File: config.mk
export PLATFORM = sky130hd
export DESIGN_NAME = encoder_p_16x4_req
export DESIGN_NICKNAME = d
export VERILOG_FILES = /design/src/rtl/encoder_p_16x4_req.sv
export SDC_FILE = /design/constraint.sdc
export NUM_CORES = 1
export LEC_CHECK = 0
export ABC_AREA = 0
export BUFFER_PORTS_ARGS = -buffer_cell sky130_fd_sc_hd__buf_4
export CAP_MARGIN = 20
export CORE_UTILIZATION = 30
export CTS_BUF_LIST = sky130_fd_sc_hd__clkbuf_16
export DETAILED_ROUTE_END_ITERATION = 16
export SLEW_MARGIN = 20
export SYNTH_ARGS = -nofsm -noshare
export SYNTH_HDL_FRONTEND = slang
export SYNTH_SLANG_ARGS = --single-unit
File: constraint.sdc
create_clock -name clk_i -period 1.64 [get_ports clk_i]
set_input_delay 0.082 -clock clk_i [delete_from_list [all_inputs] [get_ports clk_i]]
set_output_delay 0.082 -clock clk_i [all_outputs]
set_load 0.01 [all_outputs]
File: src/rtl/encoder_p_16x4_req.sv
// Registered 16-to-4 priority encoder with a pending-request register and a
// valid/ready issue handshake. Request pulses accumulate in the pending
// register, one index is presented at a time, and a bit is cleared once its
// index is accepted.
// Optional: define ENCODER_P_ROUND_ROBIN_EN to select round-robin search
// (downward from last_granted - 1, wrapping 0 -> 15) instead of fixed
// highest-index priority.
module encoder_p_16x4_req #(
  parameter int unsigned CODE_LENGTH = 4
) (
  input  logic                          clk_i,
  input  logic                          reset_i,
  input  logic [(2**CODE_LENGTH)-1:0]   req_i,
  input  logic                          enable_i,
  input  logic                          ready_i,
  output logic [CODE_LENGTH-1:0]        code_o,
  output logic                          valid_o,
  output logic [(2**CODE_LENGTH)-1:0]   pending_o,
  output logic                          busy_o
);

  localparam int unsigned INPUT_WIDTH = 2 ** CODE_LENGTH;

  typedef enum logic {
    IDLE,
    PRESENT
  } state_t;

  state_t                   state, state_next;
  logic [INPUT_WIDTH-1:0]   pending, pending_next;
  logic [INPUT_WIDTH-1:0]   clr;
  logic [CODE_LENGTH-1:0]   code_next;
  logic                     valid_next;
  logic [CODE_LENGTH-1:0]   sel;
  logic                     accept;

  assign accept = valid_o & ready_i;

  // Clear the accepted bit; a same-cycle request for that bit re-queues it.
  always_comb begin
    clr = '0;
    if (accept) clr = INPUT_WIDTH'(1) << code_o;
    pending_next = (pending & ~clr) | req_i;
  end

`ifdef ENCODER_P_ROUND_ROBIN_EN
  logic [CODE_LENGTH-1:0] last_granted;
  logic [CODE_LENGTH-1:0] start_idx;
  logic [CODE_LENGTH-1:0] idx;
  logic                   found;

  assign start_idx = last_granted - CODE_LENGTH'(1);

  // Round-robin search: walk downward from start_idx with wrap, first hit wins.
  always_comb begin
    sel   = '0;
    idx   = '0;
    found = 1'b0;
    for (int unsigned i = 0; i < INPUT_WIDTH; i++) begin
      idx = start_idx - CODE_LENGTH'(i);
      if (!found && pending[idx]) begin
        sel   = idx;
        found = 1'b1;
      end
    end
  end

  // Pointer records the most recently accepted index.
  always_ff @(posedge clk_i or posedge reset_i) begin
    if (reset_i)     last_granted <= '0;
    else if (accept) last_granted <= code_o;
  end
`else
  // Fixed priority: later (higher) indices overwrite, so the highest set bit wins.
  always_comb begin
    sel = '0;
    for (int unsigned i = 0; i < INPUT_WIDTH; i++) begin
      if (pending[i]) sel = CODE_LENGTH'(i);
    end
  end
`endif

  // Next-state and output logic for the issue handshake.
  always_comb begin
    state_next = state;
    code_next  = code_o;
    valid_next = valid_o;
    case (state)
      IDLE: begin
        valid_next = 1'b0;
        if (enable_i && (pending != '0)) begin
          code_next  = sel;
          valid_next = 1'b1;
          state_next = PRESENT;
        end
      end
      PRESENT: begin
        if (ready_i) begin
          valid_next = 1'b0;
          state_next = IDLE;
        end
      end
      default: begin
        valid_next = 1'b0;
        state_next = IDLE;
      end
    endcase
  end

  // State, presented code and pending register.
  always_ff @(posedge clk_i or posedge reset_i) begin
    if (reset_i) begin
      state   <= IDLE;
      code_o  <= '0;
      valid_o <= 1'b0;
      pending <= '0;
    end else begin
      state   <= state_next;
      code_o  <= code_next;
      valid_o <= valid_next;
      pending <= pending_next;
    end
  end

  assign pending_o = pending;
  assign busy_o    = (pending != '0) || valid_o;

endmodule

Word level (Yosys, flattened, before mapping) --
Cells that the tools add are included.
Storage, ports and cells: flip-flop bits (word level) 22, latch bits 0, bits in writable memories 0, ROM bits 0, word-level logic and storage cells 36, memories kept 0
Operators by class: add/subtract/negate cells 0, multiply operators 0, div/mod/pow operators 0, magnitude comparators 0, equal/unequal tests 1, shifts and indexed selects 1, mux-type cells 21, bitwise gates (word level) 5, reduce and logical (&&, ||, !) cells 4
Operators with widths (number):
- 4-bit 2-to-1 mux | 14
- 16-bit AND | 1
- 16-bit 2-to-1 mux | 1
- 16-bit NOT | 1
- 16-bit bitwise OR | 1
- 16-bit nonzero test | 1
- 1-bit by 4-bit left shift with 16-bit output (first input constant) | 1
- 1-bit 2-to-1 mux | 4
- 1-bit one-hot mux with 2 select lines | 2
- 2-bit != test (second input constant) | 1
- 2-bit AND reduction | 1
- 1-bit AND | 1
- 1-bit logical AND | 1
- 1-bit logical OR | 1
- 1-bit NOT | 1

Longest topological paths before layout --
depth after elaboration 15, depth in mapped cells 6, mapped depth without buffers 5

Least setup slack after synthesis --
Ideal clock, no wire load.
path type register -> register, from reg pending[12] (netlist: pending_o[12]), to reg code_o[0], setup time 121 ps, arrival 1408 ps, slack 111 ps, cell stages (with the launch flop) 6, buffers on the path 1, clock period less this slack 1529 ps, path through dfrtp_1 -> nor4_2 -> nand4_1 -> and3b_1 -> buf_6 -> o22a_1
Between the ends: word-level cells in the longest chain between the ends 4, elaborated cells between the ends (all ways) 7, classes of those cells mux (4); reduce/logical (3)
RTL lines:
- from (decl) | line 30 | logic [INPUT_WIDTH-1:0] pending, pending_next;
- from (signal assigned) | line 121 | pending <= pending_next;
- 4-bit 2-to-1 mux (4 in a row) | line 78 | if (pending[i]) sel = CODE_LENGTH'(i);
- to (signal assigned) | line 119 | code_o <= code_next;
- to (decl) | line 16 | output logic [CODE_LENGTH-1:0] code_o,
Several ways; a longest one is shown, not always the timed one. A chain may end at the register's enable or synchronous reset.

Final worst setup path --
from reg pending[15] (netlist: pending_o[15]), to out busy_o
Between the ends: word-level cells in the longest chain between the ends 2
RTL lines:
- 16-bit nonzero test | line 126 | assign busy_o = (pending != '0) || valid_o;
- 1-bit logical OR | line 126
- to (decl) | line 19 | output logic busy_o
No other way between the ends.

==> run metrics <==
run status finished clean; Synthesized Nets 124; post-layout util 51.2%; placed cell count 197; setup TNS 0 ns; CP Cell Sequence nor4_4, nand4_1, or2_4, buf_6; RSZ-0062 raised after global routing false; leading cell type in the layout, fill and taps excluded buf_4; Post-synth EDFFs 0; WL per Instance 14.0 µm; final setup violation count 0; cell area after synthesis 1040 µm²; vias in the first global route 976; CP Capture Type output pin; final WL 2.87 mm; Pleak 0.678 nW; register bit total from synthesis 22; VDD IR max 0.438 mV; Diodes inserted 0; Synth Area per Inst 9.99 µm²; HP Class input pin to register; DR iter-0 viols 55; endpoint with the worst hold slack pending_o[5]; initial antenna violation count 0; Worst EP arrival 1.51 ns; nets@finish 182; worst slew pin tran 0.372 ns; gr usage total 17.4%; most frequent cells in the layout 53 x buf_4, 19 x dfrtp_1, 16 x nand2b_1, 11 x o21ai_0, 10 x nor2_1; Crit Path Class register to output pin; R2R depth 4; Syn Inst Count 104; Hold Path Origin req_i[5]; PD cells 754 nW/µm²; final worst slack 0.0506 ns; Clock Latency Late Sink 0.25 ns; DP Worst Slack 0.0410 ns; Max Slew Vio Count 0; CP max-delay cell dfrtp_2; DP Wirelength 2.16 mm; max cap viols 0; worst path required time 1.56 ns; Design Area, Final 1630 µm²; Worst R2R Start pending_o[15]; count of non-filler cells in the finished layout 205; root buffer cell clkbuf_16; CP peak stage delay 0.43 ns; sequential share of the synthesized area 53.0%; port bufs 41; Crit Path Max Fanout 3; Sink Count 22; grt total ovfl 0; Final Hold Violating Endpoints 0; Die Span Y 60.8 µm; placed cell area 1470 µm²; global-route wire length before repair 4.66 mm; largest net degree at the start of global routing 23; number of remaining DRC errors 0; drt pass-1 iters 4; Starting Density 32.7%; f_max 629 MHz; Critical Path Start Type register; antenna-violating nets left 0; total CTS buffers 3; total number of vias 999; htree depth 1; worst r2r dst code_o[0]; total power draw 1.23 mW; post-synthesis async set-or-reset flop share 100%; WHS 0.00452 ns; IO Pins 42; Netlist cell types 28; Core ar. 3180 µm²; ys flop type dfrtp_1; worst hold stages 2; Slew headroom 75.2%; CTS Buffer Depth 2; CTS tree built; Area Growth Syn to Fin 56.7%; Clock Skew 0.00561 ns; Final Cycle Share 96.9%; layout cell share with drive strength beyond 1 40.4%; Reg clk slew, reported paths 0.06 ns; Die Area 3700 µm²; crit path time final 1.59 ns; GPL Wtd Cong 0.803; YS warnings 0; R2R setup slack 0.10 ns; DR vias/cell 4.87; die width 60.8 µm; # rows 20
[cell type report]
type                    instances  area [µm²]
fillers                       307        1550
flip-flops and latches         22         554
multi-input cells              75         495
repair buffers                 56         429
clock buffers                   3        75.1
well taps                      44        55.1
inverters                       4        15.0
clock inverters                 1        3.75
[metal layers]
layer	GRT usage (%)	wire length, µm	part of all wire [%]	up-vias
met4	8.77	65	2.3	0
met2	27.9	1380	48	25
met3	1.71	100	3.5	6
met1	23.5	1320	46	483
li1	-	-	-	485
met5	0	0	0	-
[Yosys cell counts, types with 2 or more instances]
master | instances | area share (%)
nand2_1 | 4 | 1.4
dfrtp_1 | 22 | 53
inv_1 | 4 | 1.4
nor3_1 | 3 | 1.4
a21o_1 | 5 | 3.6
nor2_1 | 10 | 3.6
nor4_2 | 2 | 2.4
nand2b_1 | 16 | 9.6
a21oi_1 | 2 | 0.96
a31oi_1 | 3 | 1.8
clkbuf_1 | 2 | 0.72
o31ai_1 | 3 | 2.2
nand4_1 | 2 | 1.2
nor4_1 | 2 | 1.2
o21ai_0 | 11 | 5.3
[state kept, by name, summed over array words and instances (netlist names)]
register,count
code_o,4
pending_o,16
state,1
valid_o,1
[report_power, final]
part | switching (mW) | internal, mW | leakage, nW | total (mW)
Sequential | 0.0249 | 0.558 | 0.200 | 0.583
Combinational | 0.0554 | 0.0723 | 0.439 | 0.128
Clock | 0.192 | 0.325 | 0.0385 | 0.517
Total | 0.272 | 0.955 | 0.678 | 1.23
[what timing repair did]
action	in CTS	in global routing
hold endpoints to repair	22	1
setup buffers	2	0
hold buffers	1	1
pin swaps	2	1
endpoints found under the setup margin	1	1
resized for setup	7	3
cloned	0	0
[how the worst max path moves through the flow]
stage / cells after the start / start / slack, ns / endpoint
after CTS: 4 / pending_o[15] / 0.03 / busy_o
after global routing: 4 / pending_o[15] / 0.004 / busy_o
after global placement: 4 / pending_o[9] / 0.10 / code_o[0]
final: 4 / pending_o[15] / 0.05 / busy_o
after detailed placement: 4 / pending_o[13] / 0.04 / code_o[0]
after floorplan: 5 / pending_o[12] / 0.11 / code_o[0]
[cells by family after synthesis]
family                 synth area share [%]
DFF                                    53.0
AOI/OAI and AO/OA                      18.7
and+or+nand+nor                        25.1
buffers and inverters                  3.25
[worst max-delay path: cells and delay by family (launching register included)]
kind                   cells  cell delay, ns
buffers and inverters      1            0.12
DFF                        1            0.43
and+or+nand+nor            3            0.72
(Power assumes the default switching activity.)
